==> config.mk <==
export PLATFORM = sky130hd
export DESIGN_NAME = reg_mem_pipe
export DESIGN_NICKNAME = d
export VERILOG_FILES = /design/src/rtl/reg_mem_pipe.sv
export SDC_FILE = /design/constraint.sdc
export NUM_CORES = 1
export LEC_CHECK = 0
export BUFFER_PORTS_ARGS = -buffer_cell sky130_fd_sc_hd__buf_2
export CORE_AREA = 4 4 135 111
export DETAILED_ROUTE_END_ITERATION = 8
export DIE_AREA = 0 0 139 115
export PLACE_DENSITY_LB_ADDON = 0.08
export SLEW_MARGIN = 10
export SYNTH_ARGS = -nofsm -noshare
export SYNTH_HDL_FRONTEND = slang
export SYNTH_SLANG_ARGS = --single-unit
==> constraint.sdc <==
create_clock -name clk -period 3.9 [get_ports clk]
set_input_delay 0.78 -clock clk [delete_from_list [all_inputs] [get_ports clk]]
set_output_delay 0.78 -clock clk [all_outputs]
set_load 0.02 [all_outputs]
==> src/rtl/reg_mem_pipe.sv <==
// MEM/WB pipeline register with valid/ready handshake, flush and an optional
// 2-entry skid buffer. Outputs always come from the head entry.
module reg_mem_pipe #(
   parameter int DATA_W = 32,
   parameter int REG_AW = 5,
   parameter int SKID   = 1
) (
   input  logic              clk,
   input  logic              rst,
   input  logic              flush,
   input  logic              in_valid,
   output logic              in_ready,
   input  logic              MemtoReg,
   input  logic              RegWrite,
   input  logic [DATA_W-1:0] dmem_rdata,
   input  logic [DATA_W-1:0] alu_out,
   input  logic [REG_AW-1:0] rfile_wn,
   output logic              out_valid,
   input  logic              out_ready,
   output logic              out_MemtoReg,
   output logic              out_RegWrite,
   output logic [DATA_W-1:0] out_dmem_rdata,
   output logic [DATA_W-1:0] out_alu_out,
   output logic [REG_AW-1:0] out_rfile_wn,
   output logic [1:0]        occupancy
);

   localparam int EW = 2 + 2 * DATA_W + REG_AW;

   logic [EW-1:0] in_ent;
   logic [EW-1:0] hd_p0;
   logic          hd_vld_p0;
   logic          hd_regwrite;
   logic          in_fire;
   logic          out_fire;

   assign in_ent   = {MemtoReg, RegWrite, dmem_rdata, alu_out, rfile_wn};
   assign in_fire  = in_valid & in_ready;
   assign out_fire = hd_vld_p0 & out_ready;

   // WB side: everything visible downstream is decoded from the head entry
   assign {out_MemtoReg, hd_regwrite, out_dmem_rdata, out_alu_out, out_rfile_wn} = hd_p0;
   assign out_valid    = hd_vld_p0;
   assign out_RegWrite = hd_regwrite & hd_vld_p0 & (out_rfile_wn != '0);

   generate
      if (SKID != 0) begin : g_skid
         typedef enum logic [1:0] {EMPTY, ONE, FULL} state_t;

         state_t        state_q, state_d;
         logic          rdy_q;
         logic [EW-1:0] sk_p0;
         logic          ld_hd_in, ld_sk_in, ld_hd_sk;

         always_comb begin
            state_d  = state_q;
            ld_hd_in = 1'b0;
            ld_sk_in = 1'b0;
            ld_hd_sk = 1'b0;
            if (flush) begin
               state_d = EMPTY;
            end else begin
               case (state_q)
                  EMPTY: begin
                     if (in_fire) begin
                        ld_hd_in = 1'b1;
                        state_d  = ONE;
                     end
                  end
                  ONE: begin
                     if (in_fire && out_fire) begin
                        ld_hd_in = 1'b1;
                     end else if (in_fire) begin
                        ld_sk_in = 1'b1;
                        state_d  = FULL;
                     end else if (out_fire) begin
                        state_d  = EMPTY;
                     end
                  end
                  FULL: begin
                     if (out_fire) begin
                        ld_hd_sk = 1'b1;
                        state_d  = ONE;
                     end
                  end
                  default: state_d = EMPTY;
               endcase
            end
         end

         // in_ready is registered from the next state so out_ready never reaches it
         always_ff @(posedge clk) begin
            if (rst) begin
               state_q <= EMPTY;
               rdy_q   <= 1'b1;
               hd_p0   <= '0;
               sk_p0   <= '0;
            end else begin
               state_q <= state_d;
               rdy_q   <= (state_d != FULL);
               if (ld_hd_in) hd_p0 <= in_ent;
               if (ld_hd_sk) hd_p0 <= sk_p0;
               if (ld_sk_in) sk_p0 <= in_ent;
            end
         end

         assign in_ready  = rdy_q;
         assign hd_vld_p0 = (state_q != EMPTY);

         always_comb begin
            occupancy = 2'd0;
            case (state_q)
               ONE:     occupancy = 2'd1;
               FULL:    occupancy = 2'd2;
               default: occupancy = 2'd0;
            endcase
         end
      end else begin : g_single
         logic vld_q;

         always_ff @(posedge clk) begin
            if (rst) begin
               vld_q <= 1'b0;
               hd_p0 <= '0;
            end else if (flush) begin
               vld_q <= 1'b0;
            end else if (in_fire) begin
               vld_q <= 1'b1;
               hd_p0 <= in_ent;
            end else if (out_fire) begin
               vld_q <= 1'b0;
            end
         end

         assign in_ready  = ~vld_q | out_ready;
         assign hd_vld_p0 = vld_q;
         assign occupancy = {1'b0, vld_q};
      end
   endgenerate

endmodule

### After elaboration in Yosys (flattened, before gate mapping)

Index checks and enable logic that the tools add are counted.

| cells by class | value |
|---|---|
| multiply operators | 0 |
| $add $sub $neg | 0 |
| muxes and demuxes | 20 |
| $lt $le $gt $ge | 0 |
| div/mod/pow operators | 0 |
| shift-type cells | 0 |
| equality and inequality tests | 3 |
| reduce and logical (&&, ||, !) cells | 5 |
| bitwise logic cells | 4 |

Operator list:

| kind | count |
|---|---|
| $mux W71 | 2 |
| $mux W2 | 6 |
| $mux W1 | 9 |
| $pmux W2 S3 | 1 |
| $reduce_bool A5 Y1 | 1 |
| $and A1 B1 Y1 | 4 |
| $pmux W2 S2 | 1 |
| $reduce_bool A2 Y1 | 2 |
| $eq A2 B1 Y1 const B | 1 |
| $eq A2 B2 Y1 const B | 1 |
| $logic_not A2 Y1 | 1 |
| $ne A2 B2 Y1 const B | 1 |
| $pmux W1 S2 | 1 |
| $logic_and A1 B1 Y1 | 1 |

| word-level totals | value |
|---|---|
| RAM bits | 0 |
| memories kept | 0 |
| bits in registers | 145 |
| ROM bits | 0 |
| bits in latches | 0 |

### Depth between registers and ports, before layout

| logic depth | value |
|---|---|
| depth in word-level cells | 8 |
| depth in mapped cells | 7 |

### Worst setup path before layout

OpenSTA, ideal clock, no wires.

| path | value |
|---|---|
| kind | input to register |
| from | in flush |
| to | reg g_skid.sk_p0[10] |
| slack | 1.878 ns |
| data required time | 3.768 ns |
| setup time | 0.132 ns |
| stages | 6 |
| buffers on the path | 3 |
| data arrival time | 1.890 ns |
| path through | buf_2 -> or4_1 -> buf_2 -> clkbuf_1 -> nand2_1 -> a21oi_1 |

| on the way | value |
|---|---|
| word-level cells in the longest chain between the ends | 1 |

RTL lines:

| element | line | text |
|---|---|---|
| start: declaration | 10 | `input logic flush,` |
| $mux W1 | 60 | `if (flush) begin` |
| end signal: assignment | 103 | `if (ld_sk_in) sk_p0 <= in_ent;` |
| end: declaration | 52 | `logic [EW-1:0] sk_p0;` |

No other way between the ends.
A chain may end at the register's enable or synchronous reset.

### Worst setup path in the final report

| path | value |
|---|---|
| from | in out_ready |
| to | reg g_skid.sk_p0[6] |

| on the way | value |
|---|---|
| word-level cells in the longest chain between the ends | 5 |

RTL lines:

| element | line | text |
|---|---|---|
| start: declaration | 19 | `input logic out_ready,` |
| $and A1 B1 Y1 | 39 | `assign out_fire = hd_vld_p0 & out_ready;` |
| $logic_and A1 B1 Y1 | 71 | `if (in_fire && out_fire) begin` |
| $mux W1 | 71 |  |
| $mux W1 | 63 | `case (state_q)` |
| $mux W1 | 60 |  |

No other way between the ends.

==> results.txt <==
Status: completed
Worst slew pin tran: 1.19 ns
Synth Register Bits: 145
Syn_nets: 794
Pin count of the biggest net entering global routing: 125
Site row count: 38
Resize count post-CTS: 0
Layout cells sized above 1: 33.7%
Most frequent cells in the layout: buf_2, dfxtp_1, nand2_1
Critical path, cell by cell: buf_2, nand2b_1, or4_2, buf_4, nand2_1, a21oi_1
Crit. End Element: flop
DRC viols: 0
Post-layout util: 56.4%
Startpoint types: input pin
Minimum clock period: 2.43 ns
Slew Limit Headroom: 21.0%
TNS Setup: 0 ns
Clock skew: 0.00569 ns
Post-synthesis cell type count: 28
# Post-CTS Setup Buffers: 0
Pint: 2.98 mW
Max Slew Vio Count: 0
Die area: 16000 sq um
Delay-heaviest family, CP: simple AND/OR/NAND/NOR gates
Post-Syn Area: 6720 sq um
Post-synth EDFFs: 0
WP data arrival: 2.67 ns
FFs w/ async S/R, synth: 0%
Layout Cells excl Fill: 965
Psw: 924 uW
DP HPWL: 9580 um
Final-stage net count: 847
Combinational Power Share: 11.3%
CTS Root Cell: clkbuf_16
Fin crit share: 62.2%
Total wire length: 14700 um
Hold Path Stages: 2
I/O pin total: 151
Maximum Capacitance Violations: 0
Via density: 5.08
PortBufs: 150
CP Depth: 6
PD cells: 513 nW/um^2
CP bufs+invs: 2
CTS tree: done
Clock Power Share: 48.1%
Hold Path Class: flop to flop
Final hold viol count: 0
Placed cells: 932
Worst skew pair latency: 0.42 ns
Leak Pwr: 2.81 nW
Total power: 3.90 mW
Die Wd: 139 um
RSZ-0062 raised after global routing: no
Total global routing overflow: 0
Post-synthesis cell count: 718
Worst R2R Path Depth: 5
First-pass GRT wire length: 24500 um
Crit-path max cell delay: 0.91 ns
Seq/Total Area, Yosys: 43.2%
Sw frac: 23.7%
CP max FO: 44
First-pass iteration count of the detailed router: 4
Main synth FF type: dfxtp_1
Core region area: 13500 sq um
DRT iter0 DRCs: 250
Post-Syn Area per Cell: 9.36 sq um
# H-tree levels: 4
Achievable clock frequency: 0.412 GHz
Vias in the first global route: 4900
Setup-failing EPs final: 0
P&R area growth vs syn: 13.2%
# fillers: 1257
Starting Density: 49.8%
Crit path required time: 4.15 ns
All-Layer GR Usage: 18.9%
Critical-path top delay cell: or4_2
CTS Hold Buffers Added: 0
Placer Congestion: 0.735
YS warnings: 0
WL/cell: 15.2 um
Routed Antenna Nets: 0
CTS sink cnt: 145
Height of the chip: 115 um
DR vias: 4901
Seq pwr share: 40.6%
Max Root-Sink Buffers: 2
Initial antenna violation count: 1
CTS Buf Count: 17
Max rail drop VDD: 294 uV
Commonest non-fill, non-tap cell in the layout: buf_2
Crit Path Category: input pin to flop
CTS clock-pin slew for the worst setup and hold paths: 0.06 ns
## metrics by stage
| step | hold slack, ns | worst slack (ns) | area (sq um) |
|---|---|---|---|
| after floorplan | 0.436 | 1.88 | 6720 |
| after global placement | 0.441 | 1.09 | 6920 |
| after detailed placement | 0.446 | 1.04 | 6920 |
| after CTS | 0.454 | 1.50 | 7610 |
| after global routing | 0.468 | 1.37 | 7610 |
| final | 0.452 | 1.47 | 7610 |
## area by class of cell
cell class	count	area, sq um	share of cell area, %
Clock inverter	9	200	2.63
Tap cell	180	225	2.96
Sequential cell	145	2900	38.1
Antenna cell	1	2.50	0.0329
Inverter	1	3.75	0.0493
Clock buffer	23	488	6.41
Timing Repair Buffer	159	850	11.2
Multi-Input combinational cell	447	2940	38.6
## cell families (layout without fill, tap and decap cells)
| group | Yosys count | in the layout | share of synthesized area, % |
|---|---|---|---|
| buf+inv | 126 | 192 | 13.3 |
| compound gates | 146 | 146 | 19.0 |
| other cells | 0 | 1 | 0 |
| simple gates | 229 | 229 | 13.8 |
| flops | 145 | 145 | 43.2 |
| mux | 72 | 72 | 10.7 |
## flip-flops by register name, indices dropped and copies added (netlist names)
name,count
g_skid.sk_p0,71
g_skid.state_q,2
hd_p0,71
in_ready,1
## worst register-to-register path, cell delays in order (launching register included)
cell	delay (ns)
dfxtp_1	0.38
nand2_1	0.16
or4_2	0.99
buf_4	0.43
nand2_1	0.15
a21oi_1	0.07
## cells in the mapped netlist, types with 2 or more instances
library cell,instances,area (sq um)
buf_6,3,33.8
buf_4,70,526
dfxtp_1,145,2900
a21oi_1,72,360
or4_1,2,15.0
nand2_1,143,537
nor2_1,72,270
mux2i_1,72,721
nand2b_1,2,12.5
clkbuf_1,27,101
buf_2,18,90.1
a211oi_2,70,876
buf_12,7,140
## path summary, 6_finish.rpt
kind / startpoint / to / slack (ns)
setup / recovery: out_ready / g_skid.sk_p0[6]$_SDFFE_PP0P_ / 1.47
setup reg to reg: in_ready$_SDFF_PP1_ / g_skid.sk_p0[6]$_SDFFE_PP0P_ / 1.55
hold / removal: g_skid.sk_p0[9]$_SDFFE_PP0P_ / g_skid.sk_p0[9]$_SDFFE_PP0P_ / 0.45
hold reg to reg: g_skid.sk_p0[9]$_SDFFE_PP0P_ / g_skid.sk_p0[9]$_SDFFE_PP0P_ / 0.45
## per-layer routing
metal	routed length (um)	global-route usage, %
met5	7	0
met2	6710	30.2
met1	6880	24.3
met4	183	5.74
met3	905	6.82
## power by group through the flow
stage | Sequential (mW) | Combinational [mW] | Clock, mW
finish | 1.59 | 0.441 | 1.88
global route | 1.59 | 0.485 | 1.98
CTS | 1.59 | 0.447 | 1.92
detailed placement | 1.62 | 0.445 | 0
global placement | 1.62 | 0.435 | 0
floorplan | 1.61 | 0.379 | 0
Power figures use the tool's default switching activity.
